$ cat config.mk
export PLATFORM = sky130hd
export DESIGN_NAME = alu_muldiv_exec
export DESIGN_NICKNAME = d
export VERILOG_FILES = /design/src/rtl/alu_muldiv_exec_pkg.sv /design/src/rtl/alu_muldiv_exec_muldiv_iter.sv /design/src/rtl/alu_muldiv_exec.sv
export SDC_FILE = /design/constraint.sdc
export NUM_CORES = 1
export LEC_CHECK = 0
export CORE_ASPECT_RATIO = 0.8
export CORE_MARGIN = 1
export CORE_UTILIZATION = 33
export CTS_CLUSTER_SIZE = 16
export DETAILED_ROUTE_END_ITERATION = 16
export GPL_ROUTABILITY_DRIVEN = 0
export PLACE_DENSITY = 0.56
export RECOVER_POWER = 100
export SYNTH_ARGS = -nofsm -noshare
export SYNTH_HDL_FRONTEND = slang
export SYNTH_SLANG_ARGS = --single-unit
$ cat constraint.sdc
create_clock -name clk_i -period 12.25 [get_ports clk_i]
set_input_delay 1.225 -clock clk_i [delete_from_list [all_inputs] [get_ports clk_i]]
set_output_delay 1.225 -clock clk_i [all_outputs]
set_load 0.05 [all_outputs]
$ cat src/rtl/alu_muldiv_exec_pkg.sv
// ---------------------------------------------------------------------------
// alu_muldiv_exec_pkg
// Shared definitions for the execute stage:
//   - 4-bit operation codes driven by the ALU control decoder
//   - default datapath width
//   - state encoding of the iterative multiply/divide engine
//   - small helpers that classify op codes
// ---------------------------------------------------------------------------
package alu_muldiv_exec_pkg;

    localparam int WIDTH_DEF = 32;

    localparam logic [3:0] OP_AND   = 4'b0000;
    localparam logic [3:0] OP_OR    = 4'b0001;
    localparam logic [3:0] OP_ADD   = 4'b0010;
    localparam logic [3:0] OP_SUB   = 4'b0110;
    localparam logic [3:0] OP_SLT   = 4'b0111;
    localparam logic [3:0] OP_NOR   = 4'b1100;
    localparam logic [3:0] OP_MULT  = 4'b1000;
    localparam logic [3:0] OP_MULTU = 4'b1001;
    localparam logic [3:0] OP_DIV   = 4'b1010;
    localparam logic [3:0] OP_DIVU  = 4'b1011;
    localparam logic [3:0] OP_MFHI  = 4'b1101;
    localparam logic [3:0] OP_MFLO  = 4'b1110;

    typedef enum logic [1:0] {
        ST_IDLE   = 2'd0,
        ST_CALC   = 2'd1,
        ST_FINISH = 2'd2
    } state_e;

    // MULT/MULTU/DIV/DIVU occupy codes 10xx.
    function automatic logic is_muldiv(input logic [3:0] code);
        return (code[3:2] == 2'b10);
    endfunction

    // Ops that depend on the engine or on HI/LO and therefore must wait.
    function automatic logic is_hilo_op(input logic [3:0] code);
        return is_muldiv(code) || (code == OP_MFHI) || (code == OP_MFLO);
    endfunction

endpackage

$ cat src/rtl/alu_muldiv_exec_muldiv_iter.sv
// ---------------------------------------------------------------------------
// alu_muldiv_exec_muldiv_iter
// Iterative 1-bit/cycle multiply / restoring-divide engine.
//   clk_i, rst_i     : clock, asynchronous active-low reset
//   start_i          : accept an operation this edge (only honoured in IDLE)
//   is_signed_i      : signed flavour (MULT/DIV)
//   is_div_i         : divide (1) or multiply (0)
//   src1_i, src2_i   : multiplicand/dividend, multiplier/divisor
//   busy_o           : engine in CALC
//   finish_o         : engine in FINISH; hi_o/lo_o hold the final values
//   done_o           : one-cycle pulse after the FINISH cycle
//   hi_o, lo_o       : sign-corrected results, meaningful while finish_o=1
// Operands are latched as magnitudes; sign fix is applied in FINISH.
// ---------------------------------------------------------------------------
module alu_muldiv_exec_muldiv_iter
    import alu_muldiv_exec_pkg::*;
#(
    parameter int WIDTH = WIDTH_DEF
) (
    input  logic             clk_i,
    input  logic             rst_i,
    input  logic             start_i,
    input  logic             is_signed_i,
    input  logic             is_div_i,
    input  logic [WIDTH-1:0] src1_i,
    input  logic [WIDTH-1:0] src2_i,
    output logic             busy_o,
    output logic             finish_o,
    output logic             done_o,
    output logic [WIDTH-1:0] hi_o,
    output logic [WIDTH-1:0] lo_o
);

    localparam int CW = $clog2(WIDTH + 1);

    state_e             state_q, state_d;
    logic [CW-1:0]      cnt_q, cnt_d;
    // Multiply: {partial product, multiplier}. Divide: {remainder, quotient}.
    logic [2*WIDTH-1:0] acc_q, acc_d;
    logic [WIDTH-1:0]   mcand_q, mcand_d;      // multiplicand or divisor magnitude
    logic [WIDTH-1:0]   dividend_q, dividend_d; // raw src1 for divide-by-zero
    logic               is_div_q, is_div_d;
    logic               neg_res_q, neg_res_d;
    logic               neg_rem_q, neg_rem_d;
    logic               div_zero_q, div_zero_d;
    logic               done_q, done_d;

    logic               a_neg, b_neg;
    logic [WIDTH-1:0]   a_mag, b_mag;
    logic [WIDTH:0]     mul_sum, rem_shift, diff;
    logic [2*WIDTH-1:0] mul_next, div_next, prod_fix;

    always_comb begin
        a_neg = is_signed_i & src1_i[WIDTH-1];
        b_neg = is_signed_i & src2_i[WIDTH-1];
        a_mag = a_neg ? -src1_i : src1_i;
        b_mag = b_neg ? -src2_i : src2_i;

        // Shift-add: add multiplicand into the upper half when the
        // multiplier LSB is set, then shift the whole pair right.
        mul_sum  = {1'b0, acc_q[2*WIDTH-1:WIDTH]}
                 + (acc_q[0] ? {1'b0, mcand_q} : {(WIDTH+1){1'b0}});
        mul_next = {mul_sum, acc_q[WIDTH-1:1]};

        // Restoring divide: bring in the next dividend bit, trial-subtract.
        // A set MSB of diff means the subtraction went negative.
        rem_shift = {acc_q[2*WIDTH-1:WIDTH], acc_q[WIDTH-1]};
        diff      = rem_shift - {1'b0, mcand_q};
        div_next  = diff[WIDTH] ? {rem_shift[WIDTH-1:0], acc_q[WIDTH-2:0], 1'b0}
                                : {diff[WIDTH-1:0],      acc_q[WIDTH-2:0], 1'b1};

        state_d    = state_q;
        cnt_d      = cnt_q;
        acc_d      = acc_q;
        mcand_d    = mcand_q;
        dividend_d = dividend_q;
        is_div_d   = is_div_q;
        neg_res_d  = neg_res_q;
        neg_rem_d  = neg_rem_q;
        div_zero_d = div_zero_q;
        done_d     = 1'b0;

        case (state_q)
            ST_IDLE: begin
                if (start_i) begin
                    state_d    = ST_CALC;
                    cnt_d      = '0;
                    acc_d      = {{WIDTH{1'b0}}, (is_div_i ? a_mag : b_mag)};
                    mcand_d    = is_div_i ? b_mag : a_mag;
                    dividend_d = src1_i;
                    is_div_d   = is_div_i;
                    neg_res_d  = a_neg ^ b_neg;
                    neg_rem_d  = a_neg;
                    div_zero_d = is_div_i & (src2_i == '0);
                end
            end
            ST_CALC: begin
                acc_d = is_div_q ? div_next : mul_next;
                cnt_d = cnt_q + CW'(1);
                if (cnt_q == CW'(WIDTH - 1)) begin
                    state_d = ST_FINISH;
                end
            end
            ST_FINISH: begin
                state_d = ST_IDLE;
                done_d  = 1'b1;
            end
            default: state_d = ST_IDLE;
        endcase
    end

    // Sign correction. Most-negative / -1 falls out naturally: magnitude
    // quotient 2^(W-1) negates to itself and the remainder is zero.
    always_comb begin
        prod_fix = neg_res_q ? -acc_q : acc_q;
        if (!is_div_q) begin
            hi_o = prod_fix[2*WIDTH-1:WIDTH];
            lo_o = prod_fix[WIDTH-1:0];
        end else if (div_zero_q) begin
            hi_o = dividend_q;
            lo_o = '1;
        end else begin
            hi_o = neg_rem_q ? -acc_q[2*WIDTH-1:WIDTH] : acc_q[2*WIDTH-1:WIDTH];
            lo_o = neg_res_q ? -acc_q[WIDTH-1:0] : acc_q[WIDTH-1:0];
        end
    end

    always_ff @(posedge clk_i or negedge rst_i) begin
        if (!rst_i) begin
            state_q    <= ST_IDLE;
            cnt_q      <= '0;
            acc_q      <= '0;
            mcand_q    <= '0;
            dividend_q <= '0;
            is_div_q   <= 1'b0;
            neg_res_q  <= 1'b0;
            neg_rem_q  <= 1'b0;
            div_zero_q <= 1'b0;
            done_q     <= 1'b0;
        end else begin
            state_q    <= state_d;
            cnt_q      <= cnt_d;
            acc_q      <= acc_d;
            mcand_q    <= mcand_d;
            dividend_q <= dividend_d;
            is_div_q   <= is_div_d;
            neg_res_q  <= neg_res_d;
            neg_rem_q  <= neg_rem_d;
            div_zero_q <= div_zero_d;
            done_q     <= done_d;
        end
    end

    assign busy_o   = (state_q == ST_CALC);
    assign finish_o = (state_q == ST_FINISH);
    assign done_o   = done_q;

endmodule

$ cat src/rtl/alu_muldiv_exec.sv
// ---------------------------------------------------------------------------
// alu_muldiv_exec
// Execute stage: combinational ALU, HI/LO registers, stall generation and
// the iterative multiply/divide engine.
//   clk_i, rst_i      : clock, asynchronous active-low reset
//   src1_i, src2_i    : register operands (rs, rt)
//   ctrl_i            : 4-bit op code from ALU control
//   valid_i           : instruction in this stage is real
//   result_o, zero_o  : combinational result and its zero flag
//   busy_o, stall_o   : engine iterating / hold upstream stages
//   done_o            : one-cycle pulse after HI/LO update
//   hi_o, lo_o        : HI and LO registers
// ---------------------------------------------------------------------------
module alu_muldiv_exec
    import alu_muldiv_exec_pkg::*;
#(
    parameter int WIDTH = WIDTH_DEF
) (
    input  logic             clk_i,
    input  logic             rst_i,
    input  logic [WIDTH-1:0] src1_i,
    input  logic [WIDTH-1:0] src2_i,
    input  logic [3:0]       ctrl_i,
    input  logic             valid_i,
    output logic [WIDTH-1:0] result_o,
    output logic             zero_o,
    output logic             busy_o,
    output logic             stall_o,
    output logic             done_o,
    output logic [WIDTH-1:0] hi_o,
    output logic [WIDTH-1:0] lo_o
);

    logic             eng_busy, eng_finish, eng_done;
    logic [WIDTH-1:0] eng_hi, eng_lo;
    logic [WIDTH-1:0] hi_q, hi_d, lo_q, lo_d;
    logic             accept;

    // Engine accepts only when fully idle; a mul/div arriving earlier is
    // held upstream by stall_o until then.
    assign accept = valid_i & is_muldiv(ctrl_i) & ~eng_busy & ~eng_finish;

    alu_muldiv_exec_muldiv_iter #(
        .WIDTH(WIDTH)
    ) u_muldiv_iter (
        .clk_i       (clk_i),
        .rst_i       (rst_i),
        .start_i     (accept),
        .is_signed_i (~ctrl_i[0]),
        .is_div_i    (ctrl_i[1]),
        .src1_i      (src1_i),
        .src2_i      (src2_i),
        .busy_o      (eng_busy),
        .finish_o    (eng_finish),
        .done_o      (eng_done),
        .hi_o        (eng_hi),
        .lo_o        (eng_lo)
    );

    always_comb begin
        case (ctrl_i)
            OP_AND:  result_o = src1_i & src2_i;
            OP_OR:   result_o = src1_i | src2_i;
            OP_ADD:  result_o = src1_i + src2_i;
            OP_SUB:  result_o = src1_i - src2_i;
            OP_SLT:  result_o = {{(WIDTH-1){1'b0}}, ($signed(src1_i) < $signed(src2_i))};
            OP_NOR:  result_o = ~(src1_i | src2_i);
            OP_MFHI: result_o = hi_q;
            OP_MFLO: result_o = lo_q;
            default: result_o = '0;
        endcase
    end

    assign zero_o  = (result_o == '0);
    assign stall_o = valid_i & (eng_busy | eng_finish) & is_hilo_op(ctrl_i);
    assign busy_o  = eng_busy;
    assign done_o  = eng_done;

    always_comb begin
        hi_d = eng_finish ? eng_hi : hi_q;
        lo_d = eng_finish ? eng_lo : lo_q;
    end

    always_ff @(posedge clk_i or negedge rst_i) begin
        if (!rst_i) begin
            hi_q <= '0;
            lo_q <= '0;
        end else begin
            hi_q <= hi_d;
            lo_q <= lo_d;
        end
    end

    assign hi_o = hi_q;
    assign lo_o = lo_q;

endmodule

# Word-level counts from Yosys, hierarchy flattened
# Index checks and enable logic that the tools add are counted.
[word_totals] register_bits=205 output_inout_bits=100 wordCells=85
[classes] addsub=10 order_cmp=1 eq_ne=13 n_mux=23 n_bitwise=16 reduce_logical=10
[ops] operator="2-to-1 mux 32 bit" n=11
[ops] operator="2-to-1 mux 64 bit" n=4
[ops] operator="one-hot mux 32 bit (8 select lines)" n=1
[ops] operator="negation 32 bit" n=4
[ops] operator="one-hot mux 64 bit (2 select lines)" n=1
[ops] operator="logical NOT 32 bit" n=2
[ops] operator="negation 64 bit" n=1
[ops] operator="adder 32 x 33 -> 33 bit" n=1
[ops] operator="subtractor 33 x 32 -> 33 bit" n=1
[ops] operator="adder 32 bit" n=1
[ops] operator="AND 32 bit" n=1
[ops] operator="less-than comparator 32 bit" n=1
[ops] operator="NOT 32 bit" n=1
[ops] operator="OR 32 bit" n=1
[ops] operator="subtractor 32 bit" n=1
[ops] operator="== test 4 bit (second input constant)" n=3
[ops] operator="one-hot mux 6 bit (2 select lines)" n=1
[ops] operator="AND 1 bit" n=8
[ops] operator="== test 4 x 3 -> 1 bit (second input constant)" n=2
[ops] operator="adder 6 x 1 -> 6 bit (second input constant)" n=1
[ops] operator="== test 6 x 5 -> 1 bit (second input constant)" n=1
[ops] operator="2-to-1 mux 6 bit" n=1
[ops] operator="AND reduction 2 bit" n=3
[ops] operator="== test 2 bit (second input constant)" n=2
[ops] operator="15 further kinds" n=19

# Longest topological paths before layout
# Gate-level depths: netlist (run 1).
[depth] word_depth=6 ltp_mapped=17 ltp_nobuf=15

# Modules after synthesis
# Synthesis (run 1) repeated with hierarchy kept, for this count alone.
[hier_totals] cells_unflattened=3069 hier_area_um2=23278.6
[by_module_without_submodules] module="alu_muldiv_exec_muldiv_iter" instances=1 cells_each=1951 area_per_inst_um2=14446.4 seq_area_each_um2=3528.4
[by_module_without_submodules] module="alu_muldiv_exec" instances=1 cells_each=1118 area_per_inst_um2=8832.2 seq_area_each_um2=1601.5

# Worst setup path before layout (run 1)
# OpenSTA, ideal clock, no wires.
[synth_timing] path_type="input to output" from="input src1_i[0]" to="output zero_o" arrival_time_ps=6257 t_required_ps=11025 setup_slack_ps=4768 cell_stages=14 path_buffers=0 cell_sequence="inv_1 -> ha_1 -> fa_1 -> nor2_1 -> o221ai_1 -> a211oi_1 -> a211oi_2 -> o311ai_0 -> o311ai_0 -> o31ai_1 -> and2_1 -> o21ai_0 -> or4_1 -> nor4_1"
[synth_between] elab_chain_cells=4
[synth_lines] item="start: declaration" line_no="alu_muldiv_exec.sv:21" source="input logic [WIDTH-1:0] src1_i,"
[synth_lines] item="parallel branches: the longest is 2 deep, another holds subtractor 32 bit"
[synth_lines] item="one-hot mux 32 bit (8 select lines) (*)" line_no="alu_muldiv_exec.sv:61" source="case (ctrl_i)"
[synth_lines] item="via result_o[0]" line_no="alu_muldiv_exec.sv:25" source="output logic [WIDTH-1:0] result_o,"
[synth_lines] item="logical NOT 32 bit (*)" line_no="alu_muldiv_exec.sv:74" source="assign zero_o = (result_o == '0);"
[synth_lines] item="end: declaration" line_no="alu_muldiv_exec.sv:26" source="output logic zero_o,"
# Mark *: on every way through the listed nets, which the timed path passes.

==> metrics.md, run 1 <==
| Metric | Value |
|---|---|
| Layout cells sized above 1 | 0.04663 |
| R2r setup slk | 6.40 ns |
| Routed via count | about 23000 |
| CP dominant cell by count | clkbuf_1 |
| Crit share post-route | 0.6931 |
| Worst EP required | 11.47 ns |
| Max clock buf depth | 3 |
| Slowest cell on crit path | clkbuf_1 |
| 1st-pass router iterations | 8 |
| Placed cell area | roughly 24000 um2 |
| Post-Synth XOR/XNOR Area | 0.08426 |
| FF+latch count, synth | just over 200 |
| WL/cell | 23.12 um |
| Cts-stage hold buffer count | 0 |
| Cell Rows | 84 |
| Largest net degree at the start of global routing | 100 |
| Worst-Margin Slew | between 5 and 6 ns |
| Final Hold Fails | 0 |
| Distinct cell type count after synthesis | 80 |
| WL final | roughly 89000 um |
| TritonCTS buffer count | 22 |
| Post-route cell area | 25070 um2 |
| Area leader, netlist | dfrtp_1 |
| P&R area growth vs syn | 13.75% |
| WS Path Type | primary input to asynchronous set/reset pin |
| Dominant synthesized flop cell | dfrtp_1 |
| Peak Freq | 117.8 MHz |
| Die H | 233.1 um |
| Tmin final | ~8.5 ns |
| Outcome | finished with violations |
| All-Layer GR Usage | 0.2562 |
| RSZ-0062 raised after global routing | no |
| Setup bufs post-CTS | 0 |
| First-pass GRT wire length | 134100 um |
| Vias in the first global route | about 21000 |
| Die area | approximately 68000 um2 |
| Worst Setup End Kind | asynchronous set/reset pin |
| Clock Latency Late Sink | approximately 0.54 ns |
| Residual DRC | 0 |
| Crit path from | rst_i |
| Die Wd | approximately 290 um |
| Crit-path leading delay family | buffers and inverters |
| Top-count cell post-synth | nand2_1 |
| Synthesized net count | roughly 3200 |
| Worst slew margin | -2.413 |
| R2r startpoint | u_muldiv_iter.state_q[1]$_DFFE_PN0P_ |
| Clk root buf | clkbuf_16 |
| Pins Over Slew Limit | ~480 |
| Boundary Pins | around 170 |
| P_leak | about 10 nW |
| Initial Util | 0.3344 |
| Largest stage delay on the critical path | ~3.5 ns |
| Critical Path, Cell by Cell | clkbuf_1 > clkbuf_1 |
| Critical path startpoint category | primary input |
| Post-Synth Simple-Gate Area | 0.1815 |
| HPWL after DPL | about 70000 um |
| Setup ws final | approximately 3.8 ns |
| H-tree Lvls | 1 |
| Pre-CTS setup slack | ~4.0 ns |
| CP Buf/Inv Count | 2 |
| Adder-Cell Fraction of Synth Area | 0.1070 |
| Hold Startpoint | u_muldiv_iter.dividend_q[26]$_DFFE_PN0P_ |
| Synthesized area | approximately 22000 um2 |
| Iteration-0 DRC Markers | between 2000 and 3000 |
| Sinks on Clock Net | just over 200 |
| Crit Path Max Fanout | slightly below 90 |
| Placeable Area | around 66000 um2 |
| Antenna violations before repair | 12 |
| Number of flops mapped to enable cells by yosys | 0 |
| Post-cts resize count | 0 |
| Drt via density | around 6 |
| Synth Area in Compound Gates | 0.2895 |
| Area contributors post-synth | dfrtp_1, ha_1, a21oi_1 |
| Port bufs | 170 |
| Post-Synthesis Cells | about 2900 |
| Clk slew on worst S/H paths | roughly 0.060 ns |
| Max cap viols | 9 |
| Violated checks | max-capacitance violations, max-slew violations |
| Largest family of logic cells by synthesized area | compound AO/OA/AOI/OAI gates |
| Setup TNS | 0 ns |
| Final setup viols | 0 |
| Antenna-violating nets left | 0 |
| CTS tree | done |
| Nets | 3222 |
| PwrDens | 215.5 nW/um2 |
| Filler cells | 6880 |
| Ys async rst share | 1.000 |
| Mux share of post-synthesis cell area | 0.04310 |
| Synth cell count leaders | nand2_1, nor2_1, a21oi_1 |
| Yosys warns | 0 |
| Syn Area/Cell | 7.544 um2 |
| Register area share after synthesis | 0.2328 |
| Synth top area share | 0.2328 |
| Clock Skews | about 0.019 ns |
| Peak supply drop | 0.1580 mV |
| CP arrival | between 7 and 8 ns |
| Global route total overflow | 0 |
| Worst Hold Class | flip-flop to flip-flop |
-- layer usage --
layer	share of wire	track usage	wire, um
met1	0.48	0.3858	42310
met2	0.41	0.3700	36220
met3	0.096	0.05062	8543
met4	0.020	0.05671	1740
met5	0.00041	0	36
-- flip-flops by register name, summed over array words and instances, names as in the netlist --
name and count:
u_muldiv_iter.neg_rem_q 1, u_muldiv_iter.state_q 2, u_muldiv_iter.div_zero_q 1, u_muldiv_iter.is_div_q 1
u_muldiv_iter.mcand_q 32, u_muldiv_iter.cnt_q 6, u_muldiv_iter.dividend_q 32, u_muldiv_iter.done_o 1
hi_o 32, lo_o 32, u_muldiv_iter.neg_res_q 1, u_muldiv_iter.acc_q 64
-- kinds of logic (layout without fill, tap and decap cells) --
group / after synthesis / count (layout)
fa+ha+maj: 186 / 186
flops: 205 / 205
other cells: 0 / 2
simple gates: 867 / 867
xor+xnor: 212 / 212
buf+inv: 360 / 420
mux: 91 / 91
compound gates: 1000 / 1000
-- area by class of cell --
class	instances	area, um2	area share
multi-input cells	2356	15570	0.6213
flip-flops and latches	205	5136	0.2049
repair buffers	204	1926	0.07682
well taps	860	1076	0.04293
clock inverters	4	23.77	0.0009484
clock buffers	36	664.4	0.02651
diodes	2	5.005	0.0001997
inverters	176	660.6	0.02636
-- path summary, 6_finish.rpt --
check / end / depth (start not counted)
worst min register to register: u_muldiv_iter.dividend_q[26]$_DFFE_PN0P_ / 2
min in group asynchronous: u_muldiv_iter.done_o$_DFF_PN0_ / 1
worst max register to register: u_muldiv_iter.cnt_q[5]$_DFFE_PN0P_ / 10
max in group clk_i: zero_o / 17
worst min-delay path: u_muldiv_iter.dividend_q[26]$_DFFE_PN0P_ / 2
worst max-delay path: u_muldiv_iter.is_div_q$_DFFE_PN0P_ / 2
-- stage by stage --
stage	utilization	hold WS, ns	total power (W)	instances
global route	0.3803	0.5038	0.005811	3841
global placement	0.3712	0.4645	0.004709	3801
CTS	0.3817	0.4842	0.005407	3841
finish	0.3804	0.4822	0.005402	3843
detailed placement	0.3712	0.4704	0.004719	3801
floorplan	-	0.4444	0.003715	2921
-- power breakdown --
part	leakage [nW]	switching, W	total (W)	internal [W]
clock network	0.339	0.000305	0.000676	0.000371
logic	7.48	0.00203	0.00333	0.00130
registers	2.46	0.000457	0.00140	0.000939
total	10.3	0.00280	0.00540	0.00261
-- placed cells by master (no fill, tap or decap), drive strengths merged, types with 32 or more instances in the layout --
cell type	instances
clkbuf	43
dfrtp	205
o211ai	75
nand4	32
nor3	60
dlygate4sd3	104
nand2	294
nand3	35
xor2	68
ha	182
xnor2	144
clkdlybuf4s50	64
a211oi	48
a21oi	268
o21ai	269
a21o	47
mux2i	60
nor2	269
a22oi	36
inv	176
Note: power is estimated with default switching activity, not from simulation.
==> inputs of run 2 (changes only) <==
PLACE_DENSITY = 0.58   (was 0.56)
clock period = 7.43 ns   (was 12.25 ns; I/O delays follow)
==> run 2 against run 1 <==
  * The run still ends with max-capacitance violations, max-slew violations left
  * Combinational power up 65%
  * Cell count about the same
  * Sequential power up 64%
  * Die area unchanged
  * Highest routed layer unchanged
==> metrics.md, run 2 (synthesis gave the netlist of run 1 again) <==
| Metric | Value |
|---|---|
| Outcome | finished with violations |
| Violated checks | max-capacitance violations, max-slew violations |
| Hold Worst Slack | around 0.48 ns |
| Final setup viols | 0 |
| Max cap viols | 9 |
| Commonest non-fill, non-tap cells in the layout | nand2_1, a21oi_1, nor2_1 |
| Critical Path, Cell by Cell | dlygate4sd3_1 > inv_1 > fa_1 > nor2_1 > o221ai_1 > a211oi_1 > a211oi_2 > buf_4 > a221oi_1 > a21oi_1 > nor3_1 > o2111ai_1 > or4_1 > or4_1 > nor4_1 > clkbuf_1 |
| P&R area growth vs syn | 14.04% |
| Clock Skews | about 0.015 ns |
| 1st-pass router iterations | 7 |
| Worst Setup End Kind | output pin |
| Commonest non-fill, non-tap cell in the layout | nand2_1 |
| Cts-stage hold buffer count | 0 |
| Post-route cell area | ~25000 um2 |
| Peak supply drop | around 0.32 mV |
| Iteration-0 DRC Markers | about 2900 |
| GRT met2 Usage | 0.3632 |
| Largest Register | u_muldiv_iter.acc_q |
| Crit-path leading delay family | simple AND/OR/NAND/NOR gates |
| Port bufs | 170 |
| TritonCTS buffer count | 22 |
| Register area | between 5000 and 6000 um2 |
| Tmin final | around 6.9 ns |
| First-pass GRT wire length | ~130000 um |
| Initial Util | 0.3344 |
| Post-cts resize count | 0 |
| H-tree Lvls | 1 |
| Pins Over Slew Limit | around 480 |
| Antenna violations before repair | 12 |
| Clock Latency Late Sink | between 0.5 and 0.6 ns |
| Crit Path Max Fanout | 8 |
| Crit share post-route | 0.9255 |
| Most Crowded Layer GR | met1 |
| Area of the multi-input gates | 15560 um2 |
| Boundary Pins | 171 |
| Setup TNS | 0 ns |
| P_leak | a little over 10 nW |
| PwrDens | between 300 and 400 nW/um2 |
| Largest net degree at the start of global routing | between 90 and 100 |
| Peak Freq | 145.4 MHz |
| Antenna-violating nets left | 0 |
| Final Hold Fails | 0 |
| Global route total overflow | 0 |
| Placeable Area | roughly 66000 um2 |
| CP arrival | 6.13 ns |
| Filler cells | between 6000 and 7000 |
| Setup bufs post-CTS | 0 |
| Drt via density | between 5 and 6 |
| All-Layer GR Usage | 0.2548 |
| Largest register FFs | 64 |
| # placed instances | roughly 3800 |
| Slowest cell on crit path | dlygate4sd3_1 |
| Clk root buf | clkbuf_16 |
| Critical path startpoint category | primary input |
| Nets | 3224 |
| Max clock buf depth | 3 |
| Die area | about 68000 um2 |
| Placed cell area | 24490 um2 |
| Vias in the first global route | 20750 |
| Filler-free cell count of the finished design | 3844 |
| Sinks on Clock Net | approximately 210 |
| WL/cell | about 23 um |
| RSZ-0062 raised after global routing | no |
| Die Wd | 290.9 um |
| GR Util met1 | 0.3929 |
| Worst Hold Class | flip-flop to flip-flop |
| Largest stage delay on the critical path | between 0.6 and 0.7 ns |
| CP Buf/Inv Count | 4 |
| Worst slew margin | -2.283 |
| Worst EP required | approximately 6.7 ns |
| Routed via count | 22990 |
| Cell Rows | 84 |
| WL final | 88520 um |
| Die H | 233.1 um |
| Clk slew on worst S/H paths | about 0.060 ns |
| Worst-Margin Slew | roughly 4.9 ns |
| WS Path Type | primary input to output pin |
| HPWL after DPL | 68770 um |
| Residual DRC | 0 |
| Layout cells sized above 1 | 0.04894 |
| CP dominant cell by count | or4_1 |
| CTS tree | done |
| Met3 Usage GRT | 0.04329 |
==> run 2: stage by stage <==
step,total power [W],setup slack [ns],util
3_5_place_dp,0.007758,0.9026,0.3716
2_1_floorplan,0.006125,0.9122,-
5_1_grt,0.009683,0.3508,0.3813
6_report,0.009007,0.5533,0.3813
3_3_place_gp,0.007741,0.9175,0.3716
4_1_cts,0.009000,0.8806,0.3831
==> run 2: power by group <==
part	switching (W)	leakage [nW]	internal (W)
Sequential	0.000739	2.46	0.00155
Combinational	0.00335	7.49	0.00216
Clock	0.000512	0.374	0.000703
Total	0.00460	10.3	0.00441
==> run 2: per-layer routing <==
layer | vias to the layer above | share of wire
li1 | 10640 | -
met1 | 11070 | 0.47
met2 | 1158 | 0.40
met3 | 121 | 0.10
met4 | 8 | 0.023
met5 | - | 0.00055
==> run 2: worst paths after layout <==
kind	slack (ns)	cells after the start	from	endpoint
min	0.48	2	u_muldiv_iter.dividend_q[26]$_DFFE_PN0P_	u_muldiv_iter.dividend_q[26]$_DFFE_PN0P_
max	0.55	16	src1_i[1]	zero_o
max reg2reg	0.83	16	u_muldiv_iter.acc_q[31]$_DFFE_PN0P_	u_muldiv_iter.acc_q[34]$_DFFE_PN0P_
min in group asynchronous	1.62	1	rst_i	u_muldiv_iter.done_o$_DFF_PN0_
max in group asynchronous	2.07	2	rst_i	u_muldiv_iter.is_div_q$_DFFE_PN0P_
min reg2reg	0.48	2	u_muldiv_iter.dividend_q[26]$_DFFE_PN0P_	u_muldiv_iter.dividend_q[26]$_DFFE_PN0P_
==> run 2: area by class of cell <==
class / instances / area share
multi-input combinational: 2356 / 0.6192
sequential: 205 / 0.2044
timing repair buffer: 206 / 0.07708
tap: 860 / 0.04282
inverter: 176 / 0.02629
clock buffer: 32 / 0.02544
clock inverter: 8 / 0.004730
antenna: 1 / 0.00009958
==> run 2: worst register-to-register path, cell delays in order (launching register included) <==
cell	delay, ns
dfrtp_1	0.36
buf_4	0.17
inv_1	0.21
ha_1	0.23
inv_1	0.06
fa_1	0.43
a211oi_1	0.36
o211ai_1	0.19
a22oi_1	0.42
o31ai_1	0.26
a31oi_1	0.36
o21a_1	0.23
o21ai_0	0.13
xor2_1	2.11
buf_4	0.53
o21ai_0	0.14
a221o_1	0.30
